### src/rtl/bypass_scoreboard_pkg.sv
// Shared widths and types for the operand-bypass stage and its per-source mux.
package pkg_opengpu;

    localparam int unsigned WARPS_PER_CORE = 4;
    localparam int unsigned WARP_ID_WIDTH  = 2;
    localparam int unsigned WARP_SIZE      = 4;
    localparam int unsigned DATA_WIDTH     = 8;
    localparam int unsigned REG_ADDR_WIDTH = 5;
    localparam int unsigned NUM_TAPS_DEF   = 3;
    localparam int unsigned FWD_SRC_WIDTH  = $clog2(NUM_TAPS_DEF + 1);

    typedef logic [FWD_SRC_WIDTH-1:0] fwd_src_t;
    typedef logic [WARP_SIZE-1:0][DATA_WIDTH-1:0] warp_data_t;

    function automatic logic [31:0] sat_add32(input logic [31:0] a, input logic [31:0] b);
        logic [32:0] sum;
        sum = {1'b0, a} + {1'b0, b};
        return sum[32] ? '1 : sum[31:0];
    endfunction

endpackage

### src/rtl/bypass_scoreboard_src_mux.sv
// One source operand: tap match with youngest-first priority, data select and hazard detection.
module bypass_src_mux
    import pkg_opengpu::*;
#(
    parameter int unsigned NUM_TAPS = 3,
    parameter int unsigned SRC_W    = $clog2(NUM_TAPS + 1)
) (
    input  logic [WARP_ID_WIDTH-1:0]                warp_id,
    input  logic [REG_ADDR_WIDTH-1:0]               rs,
    input  logic                                    rs_used,
    input  logic                                    sb_pending,
    input  warp_data_t                              rf_data,
    input  logic [NUM_TAPS-1:0]                     tap_valid,
    input  logic [NUM_TAPS*WARP_ID_WIDTH-1:0]       tap_warp_id,
    input  logic [NUM_TAPS*REG_ADDR_WIDTH-1:0]      tap_rd,
    input  logic [NUM_TAPS-1:0]                     tap_reg_write,
    input  logic [NUM_TAPS-1:0]                     tap_data_ok,
    input  logic [NUM_TAPS*$bits(warp_data_t)-1:0]  tap_data,
    output warp_data_t                              data,
    output logic [SRC_W-1:0]                        src,
    output logic                                    hazard
);

    localparam int unsigned WD = $bits(warp_data_t);

    logic                live;
    logic                hit;
    logic [NUM_TAPS-1:0] match;

    assign live = rs_used && (rs != '0);

    always_comb begin
        match = '0;
        for (int unsigned k = 0; k < NUM_TAPS; k++) begin
            match[k] = live && tap_valid[k] && tap_reg_write[k]
                    && (tap_warp_id[k*WARP_ID_WIDTH +: WARP_ID_WIDTH] == warp_id)
                    && (tap_rd[k*REG_ADDR_WIDTH +: REG_ADDR_WIDTH] == rs);
        end
    end

    // Only the youngest matching tap counts; an older tap never overrides a stalled younger one.
    always_comb begin
        hit    = 1'b0;
        data   = rf_data;
        src    = '0;
        hazard = live && sb_pending;
        for (int unsigned k = 0; k < NUM_TAPS; k++) begin
            if (match[k] && !hit) begin
                hit    = 1'b1;
                hazard = !tap_data_ok[k];
                if (tap_data_ok[k]) begin
                    data = tap_data[k*WD +: WD];
                    src  = SRC_W'(k + 1);
                end
            end
        end
    end

endmodule

### src/rtl/bypass_scoreboard.sv
// Registered operand-bypass stage with per-warp long-latency scoreboard interlock.
// Define BYPASS_SB_PERF_EN to build the saturating stall/forward performance counters.
module bypass_scoreboard
    import pkg_opengpu::*;
#(
    parameter int unsigned NUM_WARPS = WARPS_PER_CORE,
    parameter int unsigned NUM_SRCS  = 3,
    parameter int unsigned NUM_TAPS  = 3,
    parameter int unsigned NUM_REGS  = 2**REG_ADDR_WIDTH
) (
    input  logic                                       clk,
    input  logic                                       rst_n,
    input  logic                                       in_valid,
    output logic                                       in_ready,
    input  logic [WARP_ID_WIDTH-1:0]                   in_warp_id,
    input  logic [NUM_SRCS*REG_ADDR_WIDTH-1:0]         in_rs,
    input  logic [NUM_SRCS-1:0]                        in_rs_used,
    input  logic [REG_ADDR_WIDTH-1:0]                  in_rd,
    input  logic                                       in_reg_write,
    input  logic                                       in_long_lat,
    input  logic [NUM_SRCS*WARP_SIZE*DATA_WIDTH-1:0]   in_rf_data,
    input  logic [NUM_TAPS-1:0]                        tap_valid,
    input  logic [NUM_TAPS*WARP_ID_WIDTH-1:0]          tap_warp_id,
    input  logic [NUM_TAPS*REG_ADDR_WIDTH-1:0]         tap_rd,
    input  logic [NUM_TAPS-1:0]                        tap_reg_write,
    input  logic [NUM_TAPS-1:0]                        tap_data_ok,
    input  logic [NUM_TAPS*WARP_SIZE*DATA_WIDTH-1:0]   tap_data,
    input  logic                                       wb_commit,
    input  logic [WARP_ID_WIDTH-1:0]                   wb_warp_id,
    input  logic [REG_ADDR_WIDTH-1:0]                  wb_rd,
    output logic                                       out_valid,
    input  logic                                       out_ready,
    output logic [WARP_ID_WIDTH-1:0]                   out_warp_id,
    output logic [NUM_SRCS*WARP_SIZE*DATA_WIDTH-1:0]   out_data,
    output logic [NUM_SRCS*$clog2(NUM_TAPS+1)-1:0]     out_src,
    output logic [31:0]                                perf_stall_cnt,
    output logic [31:0]                                perf_fwd_cnt
);

    localparam int unsigned SRC_W = $clog2(NUM_TAPS + 1);
    localparam int unsigned WD    = WARP_SIZE * DATA_WIDTH;
    localparam int unsigned RW    = REG_ADDR_WIDTH;

    logic [NUM_WARPS-1:0][NUM_REGS-1:0] sb;
    logic [NUM_SRCS*WD-1:0]             mux_data;
    logic [NUM_SRCS*SRC_W-1:0]          mux_src;
    logic [NUM_SRCS-1:0]                src_hazard;
    logic                               any_hazard;
    logic                               accept;
    logic                               sb_set;

    for (genvar s = 0; s < NUM_SRCS; s++) begin : g_src
        bypass_src_mux #(
            .NUM_TAPS (NUM_TAPS),
            .SRC_W    (SRC_W)
        ) u_mux (
            .warp_id       (in_warp_id),
            .rs            (in_rs[s*RW +: RW]),
            .rs_used       (in_rs_used[s]),
            .sb_pending    (sb[in_warp_id][in_rs[s*RW +: RW]]),
            .rf_data       (in_rf_data[s*WD +: WD]),
            .tap_valid     (tap_valid),
            .tap_warp_id   (tap_warp_id),
            .tap_rd        (tap_rd),
            .tap_reg_write (tap_reg_write),
            .tap_data_ok   (tap_data_ok),
            .tap_data      (tap_data),
            .data          (mux_data[s*WD +: WD]),
            .src           (mux_src[s*SRC_W +: SRC_W]),
            .hazard        (src_hazard[s])
        );
    end

    assign any_hazard = |src_hazard;
    assign in_ready   = !any_hazard && (!out_valid || out_ready);
    assign accept     = in_valid && in_ready;
    assign sb_set     = accept && in_reg_write && in_long_lat && (in_rd != '0);

    always_ff @(posedge clk) begin
        if (!rst_n) begin
            out_valid   <= 1'b0;
            out_warp_id <= '0;
            out_data    <= '0;
            out_src     <= '0;
        end else if (accept) begin
            out_valid   <= 1'b1;
            out_warp_id <= in_warp_id;
            out_data    <= mux_data;
            out_src     <= mux_src;
        end else if (out_ready) begin
            out_valid   <= 1'b0;
        end
    end

    // Set is written after clear so a new producer wins over a same-cycle commit.
    always_ff @(posedge clk) begin
        if (!rst_n) begin
            sb <= '0;
        end else begin
            if (wb_commit) sb[wb_warp_id][wb_rd] <= 1'b0;
            if (sb_set)    sb[in_warp_id][in_rd] <= 1'b1;
        end
    end

`ifdef BYPASS_SB_PERF_EN
    logic [31:0] stall_cnt;
    logic [31:0] fwd_cnt;
    logic [31:0] fwd_inc;

    always_comb begin
        fwd_inc = '0;
        for (int unsigned s = 0; s < NUM_SRCS; s++) begin
            if (mux_src[s*SRC_W +: SRC_W] != '0) fwd_inc = fwd_inc + 32'd1;
        end
    end

    always_ff @(posedge clk) begin
        if (!rst_n) begin
            stall_cnt <= '0;
            fwd_cnt   <= '0;
        end else begin
            if (in_valid && any_hazard) stall_cnt <= sat_add32(stall_cnt, 32'd1);
            if (accept)                 fwd_cnt   <= sat_add32(fwd_cnt, fwd_inc);
        end
    end

    assign perf_stall_cnt = stall_cnt;
    assign perf_fwd_cnt   = fwd_cnt;
`else
    assign perf_stall_cnt = '0;
    assign perf_fwd_cnt   = '0;
`endif

endmodule

### config.mk
export PLATFORM = sky130hd
export DESIGN_NAME = bypass_scoreboard
export DESIGN_NICKNAME = d
export VERILOG_FILES = /design/src/rtl/bypass_scoreboard_pkg.sv /design/src/rtl/bypass_scoreboard_src_mux.sv /design/src/rtl/bypass_scoreboard.sv
export SDC_FILE = /design/constraint.sdc
export NUM_CORES = 1
export LEC_CHECK = 0
export CAP_MARGIN = 0
export CORE_MARGIN = 2
export CORE_UTILIZATION = 47
export CTS_CLUSTER_DIAMETER = 200
export CTS_CLUSTER_SIZE = 24
export DETAILED_ROUTE_END_ITERATION = 8
export GPL_TIMING_DRIVEN = 0
export PLACE_DENSITY = 0.78
export SLEW_MARGIN = 20
export SYNTH_ARGS = -nofsm -noshare
export SYNTH_HDL_FRONTEND = slang
export SYNTH_HIERARCHICAL = 1
export SYNTH_SLANG_ARGS = --single-unit
### constraint.sdc
create_clock -name clk -period 8.35 [get_ports clk]
set_clock_uncertainty 0.05 [all_clocks]
set_input_delay 0.835 -clock clk [delete_from_list [all_inputs] [get_ports clk]]
set_output_delay 0.835 -clock clk [all_outputs]
set_load 0.005 [all_outputs]
## Word level (Yosys, flattened, before mapping)

Cells that the tools add are included.

| word-level totals | value |
|---|---|
| flip-flop bits (word level) | 233 |
| input bits | 261 |
| output and inout port bits | 170 |

| cells by class | value |
|---|---|
| order comparisons | 11 |
| equal/unequal tests | 12 |
| mux-type cells | 70 |
| bitwise logic cells | 3 |
| reduce and logical (&&, ||, !) cells | 75 |

Operators by type and width:

| cell | number |
|---|---|
| 2-to-1 mux 32 bit | 21 |
| 2-to-1 mux 128 bit | 3 |
| bitwise AND 128 bit | 1 |
| demux 32 bit (select 2 bit) | 2 |
| inverter 128 bit | 1 |
| OR 128 bit | 1 |
| binary-select mux 32 bit (select 2 bit) | 1 |
| logical AND 1 bit | 57 |
| equality test 5 bit | 9 |
| < comparator 5 x 6 -> 1 bit (second input constant) | 5 |
| 2-to-1 mux 2 bit | 14 |
| 2-to-1 mux 1 bit | 24 |
| nonzero test 5 bit | 4 |
| binary-select mux 1 bit (select 5 bit) | 3 |
| zero test 1 bit | 11 |
| demux 1 bit (select 5 bit) | 2 |
| >= comparator 5 x 1 -> 1 bit (second input constant) | 2 |
| equality test 2 bit | 3 |
| < comparator 2 x 3 -> 1 bit (second input constant) | 2 |
| >= comparator 2 x 1 -> 1 bit (second input constant) | 2 |
| OR reduction 3 bit | 1 |
| nonzero test 2 bit | 1 |
| logical OR 1 bit | 1 |

## Logic depth before layout (Yosys ltp)

| logic depth | value |
|---|---|
| word-level depth | 21 |
| gate-level depth with buffers | 21 |
| gate-level depth less buffers | 15 |

## Cells and area by module

Netlist, hierarchy kept.

By module, submodules not included:

| module | instances | cells an instance | area each (µm²) | seq. area each (µm²) |
|---|---|---|---|---|
| bypass_scoreboard | 1 | 1370 | 11827.6 | 4664.5 |
| bypass_src_mux | 3 | 158 | 1549.0 | 0.0 |

## Worst setup path before layout

No wires, ideal clock.

| timing | value |
|---|---|
| kind | input port to flip-flop |
| start point | input port in_warp_id[1] |
| end point | register sb[34] (netlist bit) |
| arrival | 4.343 ns |
| data required time | 8.224 ns |
| path slack | 3.881 ns |
| stages on the path | 18 |
| buffers on the path | 4 |
| cell sequence | buf_2 -> buf_1 -> mux4_2 -> mux4_2 -> mux2_2 -> nand2_1 -> a32oi_1 -> mux2i_1 -> a21oi_1 -> o21a_1 -> nor2_1 -> and4b_1 -> clkbuf_1 -> nand4_1 -> nor3_1 -> clkbuf_1 -> nand2_1 -> a21boi_0 |

| on the way | value |
|---|---|
| cells in the longest elaborated chain, start to end | 18 |

RTL lines:

| what | RTL line | source |
|---|---|---|
| start, declared | bypass_scoreboard.sv:15 | `input logic [WARP_ID_WIDTH-1:0] in_warp_id,` |
| parallel branches: the longest is 9 deep, another holds binary-select mux 32 bit (select 2 bit) | - |  |
| 2-to-1 mux 1 bit (*) | bypass_scoreboard_src_mux.sv:48 | `if (match[k] && !hit) begin` |
| named net src_hazard[2] | bypass_scoreboard.sv:47 | `logic [NUM_SRCS-1:0] src_hazard;` |
| OR reduction 3 bit (*) | bypass_scoreboard.sv:74 | `assign any_hazard = \|src_hazard;` |
| zero test 1 bit (*) | bypass_scoreboard.sv:75 | `assign in_ready = !any_hazard && (!out_valid \|\| out_ready);` |
| logical AND 1 bit (*) | bypass_scoreboard.sv:75 |  |
| logical AND 1 bit (*) | bypass_scoreboard.sv:76 | `assign accept = in_valid && in_ready;` |
| logical AND 1 bit (*) (3 in series) | bypass_scoreboard.sv:77 | `assign sb_set = accept && in_reg_write && in_long_lat && (in_rd != '0);` |
| 2-to-1 mux 128 bit (*) | bypass_scoreboard.sv:101 | `if (sb_set) sb[in_warp_id][in_rd] <= 1'b1;` |
| end signal, assigned | bypass_scoreboard.sv:98 | `sb <= '0;` |
| end signal, assigned by index | bypass_scoreboard.sv:100 | `if (wb_commit) sb[wb_warp_id][wb_rd] <= 1'b0;` |
| end signal, assigned by index | bypass_scoreboard.sv:101 |  |
| end, declared | bypass_scoreboard.sv:44 | `logic [NUM_WARPS-1:0][NUM_REGS-1:0] sb;` |

Mark *: on every way through the listed nets, which the timed path passes. The select of a mux whose other input is x is not followed.
A chain may end at the register's enable or synchronous reset.

## Worst setup path after layout

| timing | value |
|---|---|
| start point | input port in_warp_id[1] |
| end point | register sb[9] (netlist bit) |

The elaborated chain is that of the path after synthesis.

==> key figures <==
Layout
  • Final std cells w/o fill: 2,757
  • Layout net count: 2,548
  • Most common cell after layout, fill and taps aside: nand2_1
  • Most frequent cells in the layout: 415 x nand2_1, 365 x clkdlybuf4s50_1, 233 x dfxtp_1
  • Layout area overhead: 29.4%
  • Share of layout cells above drive strength 1: 0.181
  • # fillers: 2,988

Placed design
  • Gpl congestion: about 0.96
  • Final HPWL DP: 49.6 mm
  • I/O Buffers: 365
  • DP Cell Count: 2,727

Setup path
  • CP endpoint kind: flip-flop
  • Data arrival time of the critical path: 7.33 ns
  • CP Data Required Time: 8.70 ns
  • Cell-by-cell trace of the critical path: clkdlybuf4s50_1 -> buf_2 -> buf_1 -> mux4_2 -> mux4_2 -> mux2_2 -> nand2_1 -> a32oi_1 -> mux2i_1 -> a21oi_1 -> o21a_1 -> nor2_1 -> and4b_1 -> clkbuf_1 -> nand4_1 -> nor3_1 -> clkbuf_1 -> nand2_1 -> a21boi_0
  • Slowest-stage cell, CP: clkdlybuf4s50_1
  • CP Max Fanout: 10
  • CP Launch Type: primary input
  • Worst path max stage delay: 0.80 ns
  • WS Path Type: primary input to flip-flop

Routing
  • 1st-pass router iterations: 5
  • Wire per inst: 23.3 um
  • Post-DRT Antenna Nets: 0
  • Vias/cell: 5.87
  • Total Routed Length: 64.4 mm
  • Remaining DRCs: 0
  • 1st-iter DRT viols: 1,611
  • Routed vias: 16,175

Yosys
  • Largest cells by area after synthesis: dfxtp_1 28%, mux2_2 14%, a21boi_0 9.8%
  • Top-area cell type share of the netlist area: 0.283
  • Register area share after synthesis: 0.283
  • Unique masters post-synth: 53
  • Mapped Cells: 1,844
  • Synth async-reset ratio: 0
  • Yosys top cell by area: dfxtp_1
  • Commonest register cell after synthesis: dfxtp_1
  • Post-synth EDFFs: 0
  • Syn_area_per_cell: 8.93 um^2
  • Synth Register Bits: 233
  • Synth Cell Area: around 16,000 um^2
  • Synth warn: 6

CTS
  • Hold_buf cts: 0
  • Clk buf depth: 3
  • Number of gates resized after CTS: 0
  • Post-CTS Setup Bufs: 0
  • Clock latency on the worst-skew pair: 0.51 ns
  • Clk sinks: 233
  • TritonCTS clock tree: yes
  • Htree depth: 1
  • CTS buffer count: 13
  • Clock-pin slew on the worst setup and hold paths: 0.10 ns
  • Root Driver: clkbuf_16

Die
  • Die height: 191 um
  • # IOs: around 430
  • Core box area: 34,500 um^2
  • Die X: 191 um
  • Rows: a little under 70
  • Initial Util: 0.477
  • Die area: 36,600 um^2

Run status
  • Status: finished, final reports clean

STA
  • Final Max Slew Viols: 0
  • RSZ-0062 raised after global routing: false
  • Final setup violating endpoints: 0
  • Final Critical Period: 6.98 ns
  • Fin Setup TNS: 0 ns
  • Final Hold Violating Endpoints: 0
  • Fmax: 143 MHz
  • Worst slew pin tran: 1.08 ns
  • Fin crit share: 0.836
  • Slew margin rel.: 0.279

Global routing
  • Global-route wire length before repair: roughly 94 mm
  • Vias in the first global route: 15,638
  • Initial antenna violation count: 14
  • GRT Total Usage: 0.339
  • Largest net degree at the start of global routing: 25
  • Gr ovfl total: 0

Power and ir drop
  • P per Cell Area: 116 nW/um^2
  • VDD IR max: around 0.11 mV
  • Leak Pwr: 0.00758 uW

Run
  • # Max-Cap Violations: 0

Hold path
  • Hold Crit Class: flip-flop to flip-flop
-- through the flow --
stage / setup WS (ns) / total power [uW] / utilization / hold WS (ns) / instance area (um^2)
after detailed placement: 1.18 / 1800 / 0.606 / 0.409 / 20900
after CTS: 1.67 / 2460 / 0.616 / 0.422 / 21300
after global routing: 1.16 / 2560 / 0.617 / 0.442 / 21300
after global placement: 1.28 / 1790 / 0.606 / 0.400 / 20900
final: 1.37 / 2470 / 0.617 / 0.419 / 21300
after floorplan: 3.88 / 1470 / - / 0.369 / 16700
-- where the power goes --
group          switching (uW)  total (uW)  internal [uW]
logic                     304         621            317
clock network             400         687            287
registers                20.2        1160           1140
-- worst max-delay path: cells and delay by family --
family,cells,cell delay (ns)
and+or+nand+nor,6,1.43
AOI/OAI and AO/OA,4,0.64
buffers and inverters,5,2.99
muxes,4,1.43
-- flip-flops by register name, indices dropped and copies added, names as in the netlist --
name	cells
sb	128
out_data	96
out_src	6
out_warp_id	2
out_valid	1
-- cell type report --
cell class	count	area, um^2	area share
Antenna cell	15	37.5	0.00176
Buffer	198	1130	0.0531
Clock buffer	13	325	0.0153
Clock inverter	2	17.5	0.000822
Inverter	10	37.5	0.00176
Multi-Input combinational cell	1466	10900	0.510
Sequential cell	233	4660	0.219
Tap cell	455	569	0.0267
Timing Repair Buffer	365	3650	0.171
-- final timing paths --
check	from	to	slack (ns)	cells past startpoint
worst max-delay path	in_warp_id[1]	sb[9]$_SDFF_PN0_	1.37	19
worst min-delay path	out_data[78]$_SDFFE_PN0P_	out_data[78]$_SDFFE_PN0P_	0.42	2
worst max register to register	sb[107]$_SDFF_PN0_	sb[9]$_SDFF_PN0_	3.23	16
worst min register to register	out_data[78]$_SDFFE_PN0P_	out_data[78]$_SDFFE_PN0P_	0.42	2
-- layer usage --
layer	track usage	vias up	part of all wire
li1	-	7273	-
met1	0.409	7750	0.37
met2	0.564	941	0.48
met3	0.0652	211	0.092
met4	0.191	0	0.058
met5	0	-	0
-- Yosys cell counts (19+ instances only) --
library cell / n
a21oi_1: 19
a21boi_0: 214
buf_4: 64
dfxtp_1: 233
mux2_2: 198
mux2i_1: 26
mux4_2: 63
xor2_1: 48
clkbuf_1: 68
buf_2: 38
nor2_1: 48
nand2_1: 415
nand3_1: 20
o21ai_0: 124
mux2_1: 87
-- cell families after synthesis --
family | after synthesis | synth area share
AOI/OAI and AO/OA | 395 | 0.159
xor gates and xnor gates | 63 | 0.0335
buffers and inverters | 208 | 0.0710
DFF | 233 | 0.283
muxes | 374 | 0.297
other | 1 | 0.000228
and+or+nand+nor | 570 | 0.156
(Power assumes the default switching activity.)
